==> config.mk <==
export PLATFORM = sky130hd
export DESIGN_NAME = pc_sequencer_flat
export DESIGN_NICKNAME = d
export VERILOG_FILES = /design/src/rtl/pc_sequencer_pkg.sv /design/src/rtl/pc_sequencer_if.sv /design/src/rtl/pc_sequencer_redirect_arbiter.sv /design/src/rtl/pc_sequencer.sv /design/src/flat_wrapper.sv
export SDC_FILE = /design/constraint.sdc
export NUM_CORES = 1
export LEC_CHECK = 0
export BUFFER_PORTS_ARGS = -buffer_cell sky130_fd_sc_hd__buf_2
export CAP_MARGIN = 20
export CORE_AREA = 2 2 86 121
export DETAILED_ROUTE_END_ITERATION = 10
export DIE_AREA = 0 0 88 123
export HOLD_SLACK_MARGIN = 0.15
export PLACE_DENSITY_LB_ADDON = 0.3
export SYNTH_ARGS = -nofsm -noshare
export SYNTH_HDL_FRONTEND = slang
export SYNTH_SLANG_ARGS = --single-unit
==> constraint.sdc <==
create_clock -name clk -period 2.9 [get_ports clk]
set_input_delay 0.435 -clock clk [delete_from_list [all_inputs] [get_ports clk]]
set_output_delay 0.435 -clock clk [all_outputs]
set_load 0.02 [all_outputs]
==> src/rtl/pc_sequencer_pkg.sv <==
// Shared types and default constants for the fetch-address sequencer.
//   state_e : sequencer FSM states (boot bubble, running, halted)
//   kind_e  : redirect kind held in the pending buffer; encoding order is the
//             capture priority (Eret > Br > None), so kinds compare numerically.
package pc_sequencer_pkg;

  typedef enum logic [1:0] {
    StBoot = 2'd0,
    StRun  = 2'd1,
    StHalt = 2'd2
  } state_e;

  typedef enum logic [1:0] {
    KindNone = 2'd0,
    KindBr   = 2'd1,
    KindEret = 2'd2
  } kind_e;

  localparam logic [31:0] DefResetVec    = 32'h0000_3000;
  localparam logic [31:0] DefExcVec      = 32'h0000_4180;
  localparam int unsigned DefInstrBytes  = 4;
  localparam int unsigned DefBootBubbles = 1;

endpackage

==> src/rtl/pc_sequencer_if.sv <==
// Fetch-sequencer bus: redirect/control requests from ID/EX and CP0 towards the
// sequencer, and the fetch address plus status back to the IF stage.
//   master : redirect/control source (drives requests, observes fetch status)
//   slave  : the sequencer itself
interface pc_sequencer_if #(
  parameter int unsigned WIDTH = 32
);
  logic             stall;
  logic             br_valid;
  logic [WIDTH-1:0] br_target;
  logic             eret_valid;
  logic [WIDTH-1:0] epc;
  logic             exc_valid;
  logic             halt_req;
  logic             resume;
  logic [WIDTH-1:0] pc;
  logic [WIDTH-1:0] pc_plus;
  logic             fetch_valid;
  logic             misalign;
  logic             halted;

  modport master (
    output stall, br_valid, br_target, eret_valid, epc, exc_valid, halt_req, resume,
    input  pc, pc_plus, fetch_valid, misalign, halted
  );

  modport slave (
    input  stall, br_valid, br_target, eret_valid, epc, exc_valid, halt_req, resume,
    output pc, pc_plus, fetch_valid, misalign, halted
  );
endinterface

==> src/rtl/pc_sequencer_redirect_arbiter.sv <==
// Combinational next-PC select for the RUN state plus the pending-redirect
// buffer update.
// Ports:
//   stall, exc_valid            : IF stall and exception request
//   br_valid/br_target          : branch/jump redirect
//   eret_valid/epc              : ERET redirect
//   pc, pc_plus                 : current fetch address and its successor
//   pend_kind/pend_target       : current pending-buffer contents
//   next_pc                     : PC to load on the coming edge
//   pend_kind_d/pend_target_d   : pending-buffer contents after the edge
module pc_sequencer_redirect_arbiter
  import pc_sequencer_pkg::*;
#(
  parameter int unsigned      WIDTH   = 32,
  parameter logic [WIDTH-1:0] EXC_VEC = WIDTH'(DefExcVec)
) (
  input  logic             stall,
  input  logic             exc_valid,
  input  logic             br_valid,
  input  logic [WIDTH-1:0] br_target,
  input  logic             eret_valid,
  input  logic [WIDTH-1:0] epc,
  input  logic [WIDTH-1:0] pc,
  input  logic [WIDTH-1:0] pc_plus,
  input  kind_e            pend_kind,
  input  logic [WIDTH-1:0] pend_target,
  output logic [WIDTH-1:0] next_pc,
  output kind_e            pend_kind_d,
  output logic [WIDTH-1:0] pend_target_d
);

  kind_e            req_kind;
  logic [WIDTH-1:0] req_target;

  // Same-cycle ERET and branch: ERET wins.
  always_comb begin
    req_kind   = KindNone;
    req_target = br_target;
    if (eret_valid) begin
      req_kind   = KindEret;
      req_target = epc;
    end else if (br_valid) begin
      req_kind = KindBr;
    end
  end

  always_comb begin
    next_pc       = pc;
    pend_kind_d   = pend_kind;
    pend_target_d = pend_target;
    if (exc_valid) begin
      next_pc     = EXC_VEC;
      pend_kind_d = KindNone;
    end else if (stall) begin
      // Empty buffer (KindNone) always accepts; otherwise an equal or higher
      // priority kind overwrites and a lower one is dropped.
      if (req_kind != KindNone && req_kind >= pend_kind) begin
        pend_kind_d   = req_kind;
        pend_target_d = req_target;
      end
    end else if (eret_valid) begin
      // A live ERET supersedes anything buffered.
      next_pc     = epc;
      pend_kind_d = KindNone;
    end else if (pend_kind != KindNone) begin
      // A new branch arriving here is dropped; the issuer re-requests.
      next_pc     = pend_target;
      pend_kind_d = KindNone;
    end else if (br_valid) begin
      next_pc = br_target;
    end else begin
      next_pc = pc_plus;
    end
  end

endmodule

==> src/rtl/pc_sequencer.sv <==
// Fetch-address sequencer for the pipelined MIPS core. Holds the fetch PC, a
// boot-bubble counter, the BOOT/RUN/HALT state and a one-entry pending
// redirect buffer; next-PC selection in RUN comes from the redirect arbiter.
// Ports:
//   clk    : clock, all state on the rising edge
//   reset  : asynchronous active-low reset
//   bus    : pc_sequencer_if slave (redirect requests in, pc/status out)
module pc_sequencer
  import pc_sequencer_pkg::*;
#(
  parameter int unsigned      WIDTH        = 32,
  parameter logic [WIDTH-1:0] RESET_VEC    = WIDTH'(DefResetVec),
  parameter logic [WIDTH-1:0] EXC_VEC      = WIDTH'(DefExcVec),
  parameter int unsigned      INSTR_BYTES  = DefInstrBytes,
  parameter int unsigned      BOOT_BUBBLES = DefBootBubbles
) (
  input logic         clk,
  input logic         reset,
  pc_sequencer_if.slave bus
);

  state_e           state_q;
  logic [WIDTH-1:0] pc_q;
  logic [3:0]       bubble_q;
  kind_e            pend_kind_q;
  logic [WIDTH-1:0] pend_target_q;

  logic [WIDTH-1:0] pc_plus;
  logic [WIDTH-1:0] next_pc;
  kind_e            pend_kind_d;
  logic [WIDTH-1:0] pend_target_d;

  assign pc_plus = pc_q + WIDTH'(INSTR_BYTES);

  pc_sequencer_redirect_arbiter #(
    .WIDTH   (WIDTH),
    .EXC_VEC (EXC_VEC)
  ) u_arbiter (
    .stall         (bus.stall),
    .exc_valid     (bus.exc_valid),
    .br_valid      (bus.br_valid),
    .br_target     (bus.br_target),
    .eret_valid    (bus.eret_valid),
    .epc           (bus.epc),
    .pc            (pc_q),
    .pc_plus       (pc_plus),
    .pend_kind     (pend_kind_q),
    .pend_target   (pend_target_q),
    .next_pc       (next_pc),
    .pend_kind_d   (pend_kind_d),
    .pend_target_d (pend_target_d)
  );

  always_ff @(posedge clk or negedge reset) begin
    if (!reset) begin
      state_q       <= StBoot;
      pc_q          <= RESET_VEC;
      bubble_q      <= 4'(BOOT_BUBBLES);
      pend_kind_q   <= KindNone;
      pend_target_q <= '0;
    end else begin
      unique case (state_q)
        // PC held and exceptions ignored until the bubbles have drained.
        StBoot: begin
          if (bubble_q == 4'd0) begin
            state_q <= StRun;
          end else begin
            bubble_q <= bubble_q - 4'd1;
          end
        end
        StRun: begin
          if (bus.halt_req && !bus.exc_valid) begin
            state_q <= StHalt;
          end else begin
            pc_q          <= next_pc;
            pend_kind_q   <= pend_kind_d;
            pend_target_q <= pend_target_d;
          end
        end
        StHalt: begin
          if (bus.exc_valid) begin
            state_q     <= StRun;
            pc_q        <= EXC_VEC;
            pend_kind_q <= KindNone;
          end else if (bus.resume && !bus.halt_req) begin
            state_q <= StRun;
          end
        end
        default: state_q <= StBoot;
      endcase
    end
  end

  assign bus.pc          = pc_q;
  assign bus.pc_plus     = pc_plus;
  assign bus.fetch_valid = (state_q == StRun) && !bus.stall;
  assign bus.misalign    = (pc_q[1:0] != 2'b00);
  assign bus.halted      = (state_q == StHalt);

endmodule

==> src/flat_wrapper.sv <==
// flat-port wrapper written by rule: the top's interface ports become plain ports
module pc_sequencer_flat import pc_sequencer_pkg::*;
#(
  parameter int unsigned      WIDTH        = 32,
  parameter logic [WIDTH-1:0] RESET_VEC    = WIDTH'(DefResetVec),
  parameter logic [WIDTH-1:0] EXC_VEC      = WIDTH'(DefExcVec),
  parameter int unsigned      INSTR_BYTES  = DefInstrBytes,
  parameter int unsigned      BOOT_BUBBLES = DefBootBubbles
)
  (clk, reset, bus_stall, bus_br_valid, bus_br_target, bus_eret_valid, bus_epc, bus_exc_valid, bus_halt_req, bus_resume, bus_pc, bus_pc_plus, bus_fetch_valid, bus_misalign, bus_halted);
  pc_sequencer_if #(.WIDTH(WIDTH)) bus_i ();
  input logic clk;
  input logic reset;
  input wire logic [$bits(bus_i.stall)-1:0] bus_stall;
  input wire logic [$bits(bus_i.br_valid)-1:0] bus_br_valid;
  input wire logic [$bits(bus_i.br_target)-1:0] bus_br_target;
  input wire logic [$bits(bus_i.eret_valid)-1:0] bus_eret_valid;
  input wire logic [$bits(bus_i.epc)-1:0] bus_epc;
  input wire logic [$bits(bus_i.exc_valid)-1:0] bus_exc_valid;
  input wire logic [$bits(bus_i.halt_req)-1:0] bus_halt_req;
  input wire logic [$bits(bus_i.resume)-1:0] bus_resume;
  output wire logic [$bits(bus_i.pc)-1:0] bus_pc;
  output wire logic [$bits(bus_i.pc_plus)-1:0] bus_pc_plus;
  output wire logic [$bits(bus_i.fetch_valid)-1:0] bus_fetch_valid;
  output wire logic [$bits(bus_i.misalign)-1:0] bus_misalign;
  output wire logic [$bits(bus_i.halted)-1:0] bus_halted;
  assign bus_i.stall = bus_stall;
  assign bus_i.br_valid = bus_br_valid;
  assign bus_i.br_target = bus_br_target;
  assign bus_i.eret_valid = bus_eret_valid;
  assign bus_i.epc = bus_epc;
  assign bus_i.exc_valid = bus_exc_valid;
  assign bus_i.halt_req = bus_halt_req;
  assign bus_i.resume = bus_resume;
  assign bus_pc = bus_i.pc;
  assign bus_pc_plus = bus_i.pc_plus;
  assign bus_fetch_valid = bus_i.fetch_valid;
  assign bus_misalign = bus_i.misalign;
  assign bus_halted = bus_i.halted;
  pc_sequencer #(.WIDTH(WIDTH), .RESET_VEC(RESET_VEC), .EXC_VEC(EXC_VEC), .INSTR_BYTES(INSTR_BYTES), .BOOT_BUBBLES(BOOT_BUBBLES)) u_core (.clk(clk), .reset(reset), .bus(bus_i));
endmodule
==> results.json <==
{
  "htree_levels": 3,
  "synth.area.top_cells": "dfrtp_1, a21oi_1, mux2i_1, nor2_1, nand2_1",
  "syn_inst": 598,
  "seq_power_share": 0.407,
  "grt_overflow": 0,
  "setup_tns_ns": 0,
  "clk-insertion-delay-late_ns": 0.34,
  "synth_largest_area_cell": "dfrtp_1",
  "via_per_inst": 6.35,
  "ys_ff_latch": 72,
  "synth.avg_cell_area_um2": 8.54,
  "fp-row-count": 43,
  "cts_buffers": 9,
  "relSlewSlack": 0.500,
  "rr_startpoint": "u_core.bus.pc[13]",
  "p_sw_frac": 0.373,
  "hold_path.class": "input port to flip-flop",
  "p_per_area_nw_per_um2": 605,
  "hold_path.startpoint": "bus_br_target[4]",
  "synth_cell_types": 79,
  "comb_power_share": 0.321,
  "internal-power_uw": 2330,
  "dp_hpwl_um": 11700,
  "ioPinCount": 139,
  "io_buffers": 138,
  "grt_max_degree": 37,
  "die_h_um": 123,
  "path_max_fanout": 8,
  "synth_common_cells": "dfrtp_1, nor2_1, nand2_1",
  "grt_usage": 0.311,
  "cp-start-kind": "flip-flop",
  "drv_cap": 0,
  "yosys_warnings": 0,
  "holdPathEnd": "u_core.pend_target_q[4]",
  "r2r_end": "u_core.bus.pc[19]",
  "arrival_ns": 2.37,
  "final_nets": 796,
  "finalCritPeriodShare": 0.968,
  "cts_root_buf": "clkbuf_16",
  "instances_no_fill": 860,
  "holdPathStages": 3,
  "drt_iter0_markers": 566,
  "clock_path_buffers": 2,
  "grt_pass1_vias": 5237,
  "first_pass_iters": 7,
  "area.growth.synth_to_final_pct": 20.0,
  "cp.required_ns": 2.47,
  "antenna_found_initial": 0,
  "wl_um": 16500,
  "wl_per_cell_um": 19.2,
  "finalCriticalPeriod_ns": 2.81,
  "fin_skew_ns": 0.00681,
  "clkTransAtPathRegs_ns": 0.06,
  "fmax_mhz": 356,
  "power_frac_clock": 0.272,
  "cts_tree": "yes",
  "path_class": "flip-flop to output port",
  "power_uw": 3710,
  "rsz0062_at_grt": "no",
  "synth.top_cell.area_share": 0.338,
  "gp_congestion": 0.878,
  "dieArea_um2": 10800,
  "ir_worst_vdd_mv": 0.315,
  "synth_edf_count": 0,
  "place_inst": 843,
  "syn_area_um2": 5110,
  "reg2regPathDepth": 5,
  "syn-num-nets": 674,
  "synth_ff_type": "dfrtp_1",
  "finalHoldViolCount": 0,
  "drive_above_1_share": 0.286,
  "outcome": "finished, final reports clean",
  "tightest_slew_ns": 0.750,
  "dr_total_vias": 5463,
  "core_area_um2": 9740,
  "postSynth.asyncResetShare": 1.00,
  "grt_pass1_wl_um": 25700,
  "antenna_cells": 0,
  "reg2reg_slack_ns": 0.70,
  "antenna_left": 0,
  "drv_slew": 0,
  "start_util": 0.525,
  "yosysMostFrequentCell": "dfrtp_1",
  "switchingPower_uw": 1380,
  "die_w_um": 88,
  "route.detailed.drc": 0,
  "clkSinkCount": 72,
  "leakagePower_uw": 0.00282,
  "finalSetupViolations": 0,
  "synth-seq-area-share": 0.353,
  "end_kind": "output port"
}
## layer usage
metal / vias up / track usage / part of all wire
met5: - / 0 / 0
met4: 0 / 0.169 / 0.039
met3: 61 / 0.0581 / 0.077
met2: 329 / 0.515 / 0.50
met1: 2604 / 0.377 / 0.39
li1: 2469 / - / -
## sequential cells by signal, indices dropped and copies added, names as in the netlist
signal                flops
u_core.bubble_q           4
u_core.bus.pc            32
u_core.pend_kind_q        2
u_core.pend_target_q     32
u_core.state_q            2
## placed cells by master, fill, tap and decap left out, types with 16 or more instances in the layout
master,Yosys,final
mux2i_1,23,23
nand3_1,17,16
buf_2,12,138
dfrtp_1,69,68
nor3_1,23,22
o21ai_0,29,29
a21oi_1,52,52
nor2_1,61,60
nand2_1,56,56
xnor2_1,16,16
buf_4,2,20
## kinds of logic (layout without fill, tap and decap cells)
family                     Yosys count  count (layout)  share of synthesized area
and+or+nand+nor                    238             238                      0.251
AOI/OAI and AO/OA                  180             180                      0.234
DFF                                 72              72                      0.353
buffers and inverters               57             184                     0.0651
xor gates and xnor gates            24              24                     0.0411
muxes                               23              23                     0.0451
adders and majority gates            4               4                    0.00980
## through the flow
step                      hold WS, ns   util  setup WS [ns]  area (um^2)
after floorplan                 0.139      -          0.219         5110
after global placement          0.462  0.600          0.433         5840
after detailed placement        0.457  0.600          0.387         5840
after CTS                       0.362  0.628         0.0217         6110
after global routing            0.379  0.629        0.00777         6130
final                           0.366  0.629         0.0930         6130
## area by class of cell
cell class / count / area, um^2
Inverter: 8 / 30.0
Timing Repair Buffer: 160 / 871
Fill cell: 855 / 3610
Multi-Input combinational cell: 469 / 2990
Sequential cell: 72 / 1810
Clock buffer: 16 / 262
Tap cell: 135 / 169
## power by group through the flow
stage	registers (uW)	logic, uW	clock network (uW)
after floorplan	1520	775	0
after global placement	1490	1150	0
after detailed placement	1510	1180	0
after CTS	1500	1180	1020
after global routing	1540	1300	1060
final	1510	1190	1010
## worst max-delay path, stage by stage, from the launching register on
cell,delay [ns]
dfrtp_1,0.54
nand4_2,0.23
or4_4,0.58
o31a_1,0.32
or2_1,0.22
buf_2,0.15
## worst max path at each step
| stage | startpoint | end | slack [ns] | depth (start not counted) |
|---|---|---|---|---|
| floorplan | bus_br_valid | u_core.pend_target_q[0] | 0.22 | 11 |
| global placement | u_core.bus.pc[2] | bus_pc_plus[30] | 0.43 | 6 |
| detailed placement | u_core.bus.pc[2] | bus_pc_plus[30] | 0.39 | 6 |
| CTS | u_core.bus.pc[2] | bus_pc_plus[30] | 0.02 | 6 |
| global route | u_core.bus.pc[3] | bus_pc_plus[24] | 0.008 | 7 |
| finish | u_core.bus.pc[4] | bus_pc_plus[29] | 0.09 | 5 |
## what timing repair did
action,CTS,global route
hold buffers,1,0
buffers inserted,0,0
endpoints found under the hold margin,22,0
gates resized for setup,0,4
setup endpoints to repair,0,8
(Power assumes the default switching activity.)
